File: config.mk
export PLATFORM = sky130hd
export DESIGN_NAME = uart_rx
export DESIGN_NICKNAME = d
export VERILOG_FILES = /design/src/rtl/uart_rx.sv
export SDC_FILE = /design/constraint.sdc
export NUM_CORES = 1
export LEC_CHECK = 0
export ABC_AREA = 0
export BUFFER_PORTS_ARGS = -buffer_cell sky130_fd_sc_hd__buf_2
export CORE_MARGIN = 4
export CORE_UTILIZATION = 56
export CTS_CLUSTER_SIZE = 25
export DETAILED_ROUTE_END_ITERATION = 6
export PLACE_DENSITY_LB_ADDON = 0.2
export RECOVER_POWER = 25
export SLEW_MARGIN = 30
export SYNTH_ARGS = -nofsm -noshare
export SYNTH_HDL_FRONTEND = slang
export SYNTH_SLANG_ARGS = --single-unit
File: constraint.sdc
create_clock -name clk -period 2.07 [get_ports clk]
set_clock_uncertainty 0.1 [all_clocks]
set_input_delay 0.414 -clock clk [delete_from_list [all_inputs] [get_ports clk]]
set_output_delay 0.414 -clock clk [all_outputs]
set_load 0.1 [all_outputs]
File: src/rtl/uart_rx.sv
// +----------------------------------------------------------------------------+
// | uart_rx : 8-bit UART receiver, 16x oversampling, parity, held output.      |
// | Rev 1.0 : initial release                                                  |
// +----------------------------------------------------------------------------+
`default_nettype none

module uart_rx (
  input  logic       clk,
  input  logic       reset,
  input  logic       baud_tick,
  input  logic       serial_in,
  input  logic       parity_odd,
  input  logic       rx_ready,
  output logic [7:0] rx_data,
  output logic       rx_valid,
  output logic       parity_err,
  output logic       frame_err,
  output logic       overrun_err,
  output logic       rx_busy
);

  typedef enum logic [2:0] {
    IDLE   = 3'd0,
    START  = 3'd1,
    DATA   = 3'd2,
    PARITY = 3'd3,
    STOP   = 3'd4
  } state_t;

  state_t     state;
  state_t     state_next;
  logic       sync_meta;
  logic       sync_rx;
  logic       prev_rx;
  logic [3:0] tick_cnt;
  logic [2:0] bit_idx;
  logic [7:0] shift;
  logic       parity_bit;
  logic       frame_done;
  logic       mid_tick;
  logic       end_tick;
  logic       frame_parity_err;

  assign mid_tick         = baud_tick && (tick_cnt == 4'd7);
  assign end_tick         = baud_tick && (tick_cnt == 4'd15);
  assign frame_parity_err = (^shift ^ parity_odd) != parity_bit;
  assign rx_busy          = (state != IDLE);

  // prev_rx also resets high so a line already idle never looks like an edge
  always_ff @(posedge clk) begin
    if (reset) begin
      sync_meta <= 1'b1;
      sync_rx   <= 1'b1;
      prev_rx   <= 1'b1;
    end else begin
      sync_meta <= serial_in;
      sync_rx   <= sync_meta;
      prev_rx   <= sync_rx;
    end
  end

  always_comb begin
    state_next = state;
    frame_done = 1'b0;
    case (state)
      IDLE:   if (prev_rx && !sync_rx) state_next = START;
      START:  if (mid_tick) state_next = sync_rx ? IDLE : DATA;
      DATA:   if (end_tick && (bit_idx == 3'd7)) state_next = PARITY;
      PARITY: if (end_tick) state_next = STOP;
      STOP: begin
        if (end_tick) begin
          state_next = IDLE;
          frame_done = 1'b1;
        end
      end
      default: state_next = IDLE;
    endcase
  end

  always_ff @(posedge clk) begin
    if (reset) begin
      state      <= IDLE;
      tick_cnt   <= 4'd0;
      bit_idx    <= 3'd0;
      shift      <= 8'h00;
      parity_bit <= 1'b0;
    end else begin
      state <= state_next;
      if (state_next != state) begin
        tick_cnt <= 4'd0;
      end else if (baud_tick) begin
        tick_cnt <= tick_cnt + 4'd1;
      end
      if ((state == START) && (state_next == DATA)) begin
        bit_idx <= 3'd0;
      end
      if ((state == DATA) && end_tick) begin
        shift   <= {sync_rx, shift[7:1]};
        bit_idx <= bit_idx + 3'd1;
      end
      if ((state == PARITY) && end_tick) begin
        parity_bit <= sync_rx;
      end
    end
  end

  // A completing frame is only accepted if the held byte is free or leaving now
  always_ff @(posedge clk) begin
    if (reset) begin
      rx_data     <= 8'h00;
      rx_valid    <= 1'b0;
      parity_err  <= 1'b0;
      frame_err   <= 1'b0;
      overrun_err <= 1'b0;
    end else if (frame_done) begin
      if (!rx_valid || rx_ready) begin
        rx_data     <= shift;
        rx_valid    <= 1'b1;
        parity_err  <= frame_parity_err;
        frame_err   <= !sync_rx;
        overrun_err <= 1'b0;
      end else begin
        overrun_err <= 1'b1;
      end
    end else if (rx_valid && rx_ready) begin
      rx_valid    <= 1'b0;
      parity_err  <= 1'b0;
      frame_err   <= 1'b0;
      overrun_err <= 1'b0;
    end
  end

endmodule

`default_nettype wire

# Word level (Yosys, flattened, before mapping)
# Index checks and enable logic that the tools add are counted.
# totals
ff_bits	34
elab_cells	66
# classes
mux	20
n_addsub	2
n_eq_ne	11
bitwise	1
reduce_logical	19
# op_table
operator	count
$mux W3	7
$pmux W3 S5	1
$mux W1	11
$eq A3 B2 Y1 const B	3
$logic_and A1 B1 Y1	8
$reduce_xor A8 Y1	1
$eq A3 B3 Y1 const B	2
$add A4 B1 Y4 const B	1
$eq A4 B3 Y1 const B	1
$eq A4 B4 Y1 const B	1
$reduce_and A2 Y1	2
$reduce_bool A2 Y1	2
$add A3 B1 Y3 const B	1
$eq A3 B1 Y1 const B	1
$logic_not A3 Y1	1
$ne A3 B3 Y1	1
$reduce_bool A3 Y1	1
$logic_not A1 Y1	2
$mux W2	1
$ne A2 B1 Y1 const B	1
$reduce_or A2 Y1	1
$logic_or A1 B1 Y1	1
$ne A1 B1 Y1	1
$xor A1 B1 Y1	1

# Logic depth before layout (Yosys ltp)
# Gate-level depths: netlist (run 1).
# logic_depth
depth_word	9
ltp_mapped	7
mapped_depth_nobuf	5

# Worst setup path before layout (run 1)
# No wires, ideal clock.
# synth_path
kind	register to register
from	register rx_valid
to	register rx_data[7]
path_stages_with_launch	6
n_path_buf	1
slack_ns	0.159
t_arrival_ns	1.683
setup_time_ns	0.128
t_required_ns	1.842
path_cell_list	dfxtp_1 > nand2b_1 > nand4_2 > buf_6 > mux2i_1 > nor2_1
# synth_between
elab_chain_len	3
# synth_rtl
element	line_no	text
start: declaration	15	output logic rx_valid,
start signal: assignment	111	rx_valid <= 1'b0;
start signal: assignment	118	rx_valid <= 1'b1;
start signal: assignment	126	rx_valid <= 1'b0;
$logic_not A1 Y1	116	if (!rx_valid || rx_ready) begin
$logic_or A1 B1 Y1	116	
$reduce_and A2 Y1 (no source line)	-	
end signal: assignment	117	rx_data <= shift;
end: declaration	14	output logic [7:0] rx_data,
# Every way passes these cells.
# A chain may end at the register's enable or synchronous reset.

# Worst setup path after layout (run 1)
# layout_path
from	register state[0]
to	output rx_busy
# layout_between
elab_chain_len	1
# layout_rtl
element	line_no	text
start: declaration	30	state_t state;
start signal: assignment	88	state <= state_next;
$reduce_bool A3 Y1	47	assign rx_busy = (state != IDLE);
end: declaration	19	output logic rx_busy
# Every way passes these cells.

==> summary.md, run 1 <==
| Metric | Value |
|---|---|
| Outcome | `finished, final reports clean` |
| Storage cell area | `682 sq um` |
| DR iter-0 viols | `42` |
| Count of state elements after synthesis | `34` |
| Placed wire-length estimate | `2.02 mm` |
| Final count of pins violating max slew | `0` |
| Number of vias after detailed routing | `1,183` |
| Post-placement worst setup slack | `222 ps` |
| Setup WS post-layout | `84.7 ps` |
| Combined buffer and inverter count along the critical path | `1` |
| Worst-case headroom to the max-slew limit | `47.1%` |
| Multi-input combinational cell area | `753 sq um` |
| List of cells traversed by the critical path | `nor2_1 > nand2_1 > buf_4` |
| Count of fill cells added during filler insertion | `209` |
| Worst-skew pair later-pin latency | `340 ps` |
| Number of sinks driven by the clock tree | `34` |
| Clock buffers created by TritonCTS | `5` |
| GR Overflow Total | `0` |
| Upper clock frequency limit | `0.504 GHz` |
| Switching Fraction | `19.8%` |
| Unrepaired setup endpoints after global routing | `yes` |
| Commonest non-fill, non-tap cells in the layout | `33 x sky130_fd_sc_hd__dfxtp_1, 20 x sky130_fd_sc_hd__nand2_1, 18 x sky130_fd_sc_hd__nor2_1, 12 x sky130_fd_sc_hd__a21oi_1, 11 x sky130_fd_sc_hd__mux2i_1` |
| Worst vdd ir | `695 uV` |
| Number of endpoints with negative hold slack in the final report | `0` |
| Transition time at the pin with the least slew margin | `794 ps` |
| Most common cell after layout, fill and taps aside | `sky130_fd_sc_hd__dfxtp_1` |
| P_sw | `270 uW` |
| Sequential-to-total area share from yosys stat | `45.5%` |
| Final weighted congestion of routability-driven global placement | `0.728` |
| I/O pin total | `19` |
| Synth Area per Inst | `9.46 sq um` |
| Seq pwr share | `49.2%` |
| Final #Nets | `186` |
| Pwr/cell area | `798 nW/um^2` |
| Part of the power in combinational logic | `4.0%` |
| Instance count after placement with tap cells included | `200` |
| Number of cell rows | `18` |
| Arrival time of the worst setup path | `1470 ps` |
| Maximum clock path buffer count | `2` |
| Total setup violations reported at the end of the flow | `0` |
| Area growth from synthesis to final layout | `14.1%` |
| Worst path required time | `1560 ps` |
| Period minus WS final | `1990 ps` |
| Die ar. | `3560 sq um` |
| Type of the most critical hold path | `in -> reg` |
| Final routed wire length divided by cell count | `13.8 microns` |
| Clock tree root buffer cell | `sky130_fd_sc_hd__clkbuf_4` |
| Remaining antenna violation count | `0` |
| Critical Path Sink Type | `output port` |
| Core Box Area | `2520 sq um` |
| Part of the cycle the worst path needs | `95.9%` |
| Initial Utilization | `59.3%` |
| TritonCTS clock tree | `built` |
| Fraction of final layout cells with drive strength greater than 1 | `21.3%` |
| Via count of the first global-routing pass | `1,158` |
| Wire length of the first global-routing pass | `4.93 mm` |
| Delay of the slowest cell on the worst path | `570 ps` |
| Internal portion of total power | `1090 uW` |
| Clock slew seen by the registers of the worst setup and hold paths | `100 ps` |
| Number of antenna violations at the first check in global routing | `0` |
| Non-filler instance count after layout | `208` |
| Pin count of the biggest net entering global routing | `21` |
| Cell family with the largest share of critical-path delay | `flip-flops` |
| Startpoint type of the worst setup path | `flop` |
| Net count of the mapped netlist | `167` |
| Max-cap violations | `0` |
| Leakage power total | `0.000762 uW` |
| Total number of H-tree levels | `2` |
| Clock power share | `46.8%` |
| YS warnings | `0` |
| Crit-path slowest cell | `sky130_fd_sc_hd__dfxtp_1` |
| First-pass detailed-route iteration total | `4` |
| Die H | `59.7 microns` |
| Width of the die | `59.7 microns` |
| Total DRC errors in the routed layout | `0` |
| Count of different cell masters after synthesis | `36` |
| Global-route usage over all layers | `18.6%` |
| Post-synthesis instance total | `158` |
| Detailed Route WL | `2.86 mm` |
| Diodes inserted | `0` |
| Mapped cell area | `1500 sq um` |
| Routed via count divided by cell count | `5.69` |
| Worst setup path category | `reg -> out` |
| # hold bufs at CTS | `0` |
| Count of buffers inserted at the top-level ports | `18` |
| Largest driver fanout on the critical path | `13` |
==> synthesized netlist by cell type, drive strengths merged <==
master   number  area [sq um]
a221o         1          10.0
ha            3          37.5
nor4          1          6.26
inv           2          7.51
a21oi        12          60.1
or2           4          25.0
xnor3         1          22.5
nand2        20          75.1
nand4         3          25.0
mux2i        11           110
o311ai        1          16.3
nand3         4          20.0
and3          3          18.8
or4b          1          13.8
buf           4          35.0
nand2b        1          6.26
xor2          5          43.8
a21o          1          7.51
o211a         1          10.0
nor3b         3          22.5
nand3b        2          15.0
a211o         1          8.76
nor3          3          15.0
clkbuf        5          18.8
and4          1          8.76
a311oi        1          15.0
mux2          1          11.3
o21ai         1          5.00
nor2         18          67.6
dfxtp        34           681
a2111oi       2          17.5
a22oi         2          15.0
xnor2         5          43.8
==> per-stage QoR <==
stage	utilization (%)	instance area, sq um	hold WS, ps	TNS, ps	power, uW
after global placement	63.1	1590	293	0	734
after CTS	67.6	1710	154	0	1370
after global routing	67.6	1710	164	-1.03	1400
final	67.6	1710	161	0	1360
after detailed placement	63.1	1590	303	0	737
after floorplan	-	1500	289	0	721
==> registers in the layout (all words and copies together), names as in the netlist <==
name / cells
frame_err: 1
sync_rx: 1
shift: 8
rx_data: 8
state: 3
prev_rx: 1
bit_idx: 3
tick_cnt: 4
parity_err: 1
parity_bit: 1
rx_valid: 1
overrun_err: 1
sync_meta: 1
==> final timing paths <==
kind,slack (ps),from,cells past startpoint,endpoint
setup / recovery,80,state[0],3,rx_busy
hold / removal,160,serial_in,2,sync_meta
setup reg to reg,130,tick_cnt[0],6,tick_cnt[0]
hold reg to reg,320,sync_meta,1,sync_rx
==> power groups by stage <==
| stage | combinational, uW | clock (uW) | sequential [uW] |
|---|---|---|---|
| after floorplan | 40.3 | 0 | 680 |
| after global placement | 51.1 | 0 | 683 |
| after detailed placement | 53.2 | 0 | 684 |
| after CTS | 54.7 | 642 | 669 |
| after global routing | 59.8 | 668 | 671 |
| final | 53.9 | 637 | 670 |
==> layer usage <==
| layer | track usage [%] | vias to the layer above | wire length [microns] |
|---|---|---|---|
| li1 | - | 585 | - |
| met1 | 21.2 | 552 | 1260 |
| met2 | 31.5 | 35 | 1370 |
| met3 | 4.75 | 11 | 165 |
| met4 | 10.1 | 0 | 68 |
| met5 | 0 | - | 0 |
==> final cells by class <==
| type | instances | share of cell area (%) |
|---|---|---|
| clock buffer | 6 | 3.01 |
| clock inverter | 2 | 3.52 |
| inverter | 2 | 0.440 |
| multi-input combinational | 113 | 44.2 |
| sequential | 34 | 40.0 |
| tap | 30 | 2.20 |
| timing repair buffer | 21 | 6.68 |
==> what timing repair did <==
item,in CTS,in global routing
buffers inserted,0,0
pin swaps,0,0
setup endpoints to repair,1,2
gates resized for setup,1,1
==> logic make-up after synthesis <==
kind of cell / after synthesis / share of synthesized area [%]
flip-flops: 34 / 45.5
AND/OR/NAND/NOR: 64 / 21.3
adder cells (fa/ha/maj): 3 / 2.51
multiplexers: 12 / 8.12
AO/OA/AOI/OAI: 23 / 11.0
XOR/XNOR: 11 / 7.36
buffers and inverters: 11 / 4.10
Note: power is estimated with default switching activity, not from simulation.
==> run 2: changes to the inputs <==
--- a/config.mk
+++ b/config.mk
@@ -10,4 +10,5 @@
 export CORE_MARGIN = 4
 export CORE_UTILIZATION = 56
+export CTS_CLUSTER_DIAMETER = 80
 export CTS_CLUSTER_SIZE = 25
 export DETAILED_ROUTE_END_ITERATION = 6
--- a/constraint.sdc
+++ b/constraint.sdc
@@ -3,3 +3,3 @@
 set_input_delay 0.414 -clock clk [delete_from_list [all_inputs] [get_ports clk]]
 set_output_delay 0.414 -clock clk [all_outputs]
-set_load 0.1 [all_outputs]
+set_load 0.01 [all_outputs]
==> run 2 against run 1 <==
Net effect:
- core utilization down 0.55 points
- die area is the same
- register-to-register slack hardly changed
- sequential share of layout area up 0.25 points
- sequential cell count unchanged
- power shrank 0.48%
- cell count stayed put
- critical path type is now reg -> reg
==> summary.md, run 2 (synthesis results as in run 1) <==
| Metric | Value |
|---|---|
| Instance count after placement with tap cells included | `200 (unchanged)` |
| Buffer count from post-CTS setup fixing | `0 (unchanged)` |
| Clock buffers created by TritonCTS | `5 (unchanged)` |
| Multi-input combinational cell area | `753 sq um (unchanged)` |
| Total setup violations reported at the end of the flow | `0 (unchanged)` |
| Most common cell after layout, fill and taps aside | `sky130_fd_sc_hd__dfxtp_1` |
| Total number of H-tree levels | `2 (unchanged)` |
| Upper clock frequency limit | `0.517 GHz (+2.6%)` |
| Final weighted congestion of routability-driven global placement | `0.728 (unchanged)` |
| Diodes inserted | `0 (unchanged)` |
| Core Box Area | `2520 sq um (unchanged)` |
| Number of sinks driven by the clock tree | `34 (unchanged)` |
| Period minus WS final | `1930 ps (-51.1 ps)` |
| Number of vias after detailed routing | `1,184 (+0.085%)` |
| Depth of the worst register-to-register path | `6 (unchanged)` |
| Type of the most critical hold path | `in -> reg` |
| Instance count along the most critical hold path | `2 (unchanged)` |
| Number of cell rows | `18 (unchanged)` |
| Clock tree root buffer cell | `sky130_fd_sc_hd__clkbuf_4` |
| Transition time at the pin with the least slew margin | `797 ps (+3.35 ps)` |
| TritonCTS clock tree | `built` |
| Storage cell area | `681 sq um (-0.18%)` |
| List of cells traversed by the critical path | `ha_1 > and4_1 > buf_4 > a311oi_2 > o311ai_2 > nor3_1` |
| Leading registers by flop count | `rx_data x8, shift x8, tick_cnt x4` |
| Critical Path Sink Type | `flop` |
| Placed wire-length estimate | `2.02 mm (unchanged)` |
| Final count of pins violating max slew | `0 (unchanged)` |
| Post_cts resized | `0 (-1)` |
| Non-filler instance count after layout | `208 (unchanged)` |
| Final #Nets | `186 (unchanged)` |
| Largest driver fanout on the critical path | `7 (-6)` |
| Worst Hold Margin | `160 ps (-0.393 ps)` |
| Total DRC errors in the routed layout | `0 (unchanged)` |
| Width of the die | `59.7 microns (unchanged)` |
| Count of fill cells added during filler insertion | `214 (+2.4%)` |
| Max-cap violations | `0 (unchanged)` |
| Startpoint type of the worst setup path | `flop` |
| Global-route usage over all layers | `18.6% (unchanged)` |
| GR Overflow Total | `0 (unchanged)` |
| Commonest non-fill, non-tap cells in the layout | `34 x sky130_fd_sc_hd__dfxtp_1, 20 x sky130_fd_sc_hd__nand2_1, 18 x sky130_fd_sc_hd__nor2_1, 12 x sky130_fd_sc_hd__a21oi_1, 11 x sky130_fd_sc_hd__mux2i_1` |
| Pwr/cell area | `801 nW/um^2 (+0.33%)` |
| Worst-skew pair later-pin latency | `340 ps (about the same)` |
| DR iter-0 viols | `46 (+9.5%)` |
| Area growth from synthesis to final layout | `13.1%` |
| Detailed Route WL | `2.87 mm (+0.28%)` |
| Wire length of the first global-routing pass | `4.93 mm (unchanged)` |
| Worst setup path category | `reg -> reg` |
| Outcome | `finished, final reports clean` |
| Fraction of final layout cells with drive strength greater than 1 | `16.3% (-5.1 points)` |
| Worst vdd ir | `697 uV (+0.32%)` |
| Pin count of the biggest net entering global routing | `21 (unchanged)` |
| Crit-path slowest cell | `sky130_fd_sc_hd__dfxtp_1` |
| Count of buffers inserted at the top-level ports | `18 (unchanged)` |
| Remaining antenna violation count | `0 (unchanged)` |
| Die ar. | `3560 sq um (unchanged)` |
| Delay of the slowest cell on the worst path | `360 ps (-210 ps)` |
| Number of antenna violations at the first check in global routing | `0 (unchanged)` |
| Unrepaired setup endpoints after global routing | `yes` |
| Worst path required time | `2230 ps (+670 ps)` |
| Final routed wire length divided by cell count | `13.8 microns (+0.28%)` |
| First-pass detailed-route iteration total | `4 (unchanged)` |
| Leakage power total | `0.000732 uW (-4.0%)` |
| Via count of the first global-routing pass | `1,158 (unchanged)` |
| I/O pin total | `19 (unchanged)` |
| Maximum clock path buffer count | `2 (unchanged)` |
| Worst-case headroom to the max-slew limit | `46.8% (-0.22 points)` |
| Die H | `59.7 microns (unchanged)` |
| Arrival time of the worst setup path | `2090 ps (+620 ps)` |
| Number of endpoints with negative hold slack in the final report | `0 (unchanged)` |
| Clock slew seen by the registers of the worst setup and hold paths | `110 ps (about the same)` |
| Part of the cycle the worst path needs | `93.4% (-2.5 points)` |
| Initial Utilization | `59.3% (unchanged)` |
| Routed via count divided by cell count | `5.69 (about the same)` |
[run 2: changes by cell type in the layout (fill, tap and decap cells not counted), sizes merged]
cell / change
buf: -2
clkbuf: +2
[run 2: layout make-up]
cell class / instances / area share [%]
repair buffers: 21 / 5.99
clock buffers: 6 / 3.03
well taps: 30 / 2.22
multi-input cells: 113 / 44.5
inverters: 2 / 0.444
flip-flops and latches: 34 / 40.2
clock inverters: 2 / 3.55
[run 2: metrics by stage]
stage	cell area [sq um]	setup slack (ps)	util, %	TNS, ps	total power, uW
2_1_floorplan	1500	391	-	0	714
3_3_place_gp	1590	289	63.1	0	727
3_5_place_dp	1590	222	63.1	0	730
4_1_cts	1700	115	67.5	0	1360
5_1_grt	1690	-1.03	67.1	-1.03	1390
6_report	1690	136	67.1	0	1350
[run 2: metal layers]
layer  vias up  share of wire [%]  track usage [%]
met5         -                  0                0
met4         0                2.4             10.1
met3        11                5.2             4.75
met2        26                 47             31.5
met1       561                 45             21.2
li1        586                  -                -
[run 2: worst max-delay path: cells and delay by family (launching register included)]
| kind | cells | cell delay [ps] |
|---|---|---|
| AOI/OAI and AO/OA | 2 | 500 |
| and+or+nand+nor | 2 | 480 |
| DFF | 1 | 360 |
| adders and majority gates | 1 | 250 |
| buffers and inverters | 1 | 160 |
[run 2: worst paths after layout]
kind	start	end	slack, ps
setup / recovery	tick_cnt[0]	tick_cnt[0]	140
setup reg to reg	tick_cnt[0]	tick_cnt[0]	140
hold / removal	serial_in	sync_meta	160
hold reg to reg	sync_meta	sync_rx	320
[run 2: power by group]
group          total (uW)  switching, uW  leakage, uW  internal (uW)
clock                 638            229    0.0000585            409
sequential            670           8.86     0.000275            661
combinational        46.4           25.8     0.000399           20.7
[run 2: what timing repair did]
| action | in CTS | in global routing |
|---|---|---|
| setup endpoints to repair | 0 | 1 |
| endpoints found under the hold margin | 0 | 0 |
| hold buffers | 0 | 0 |
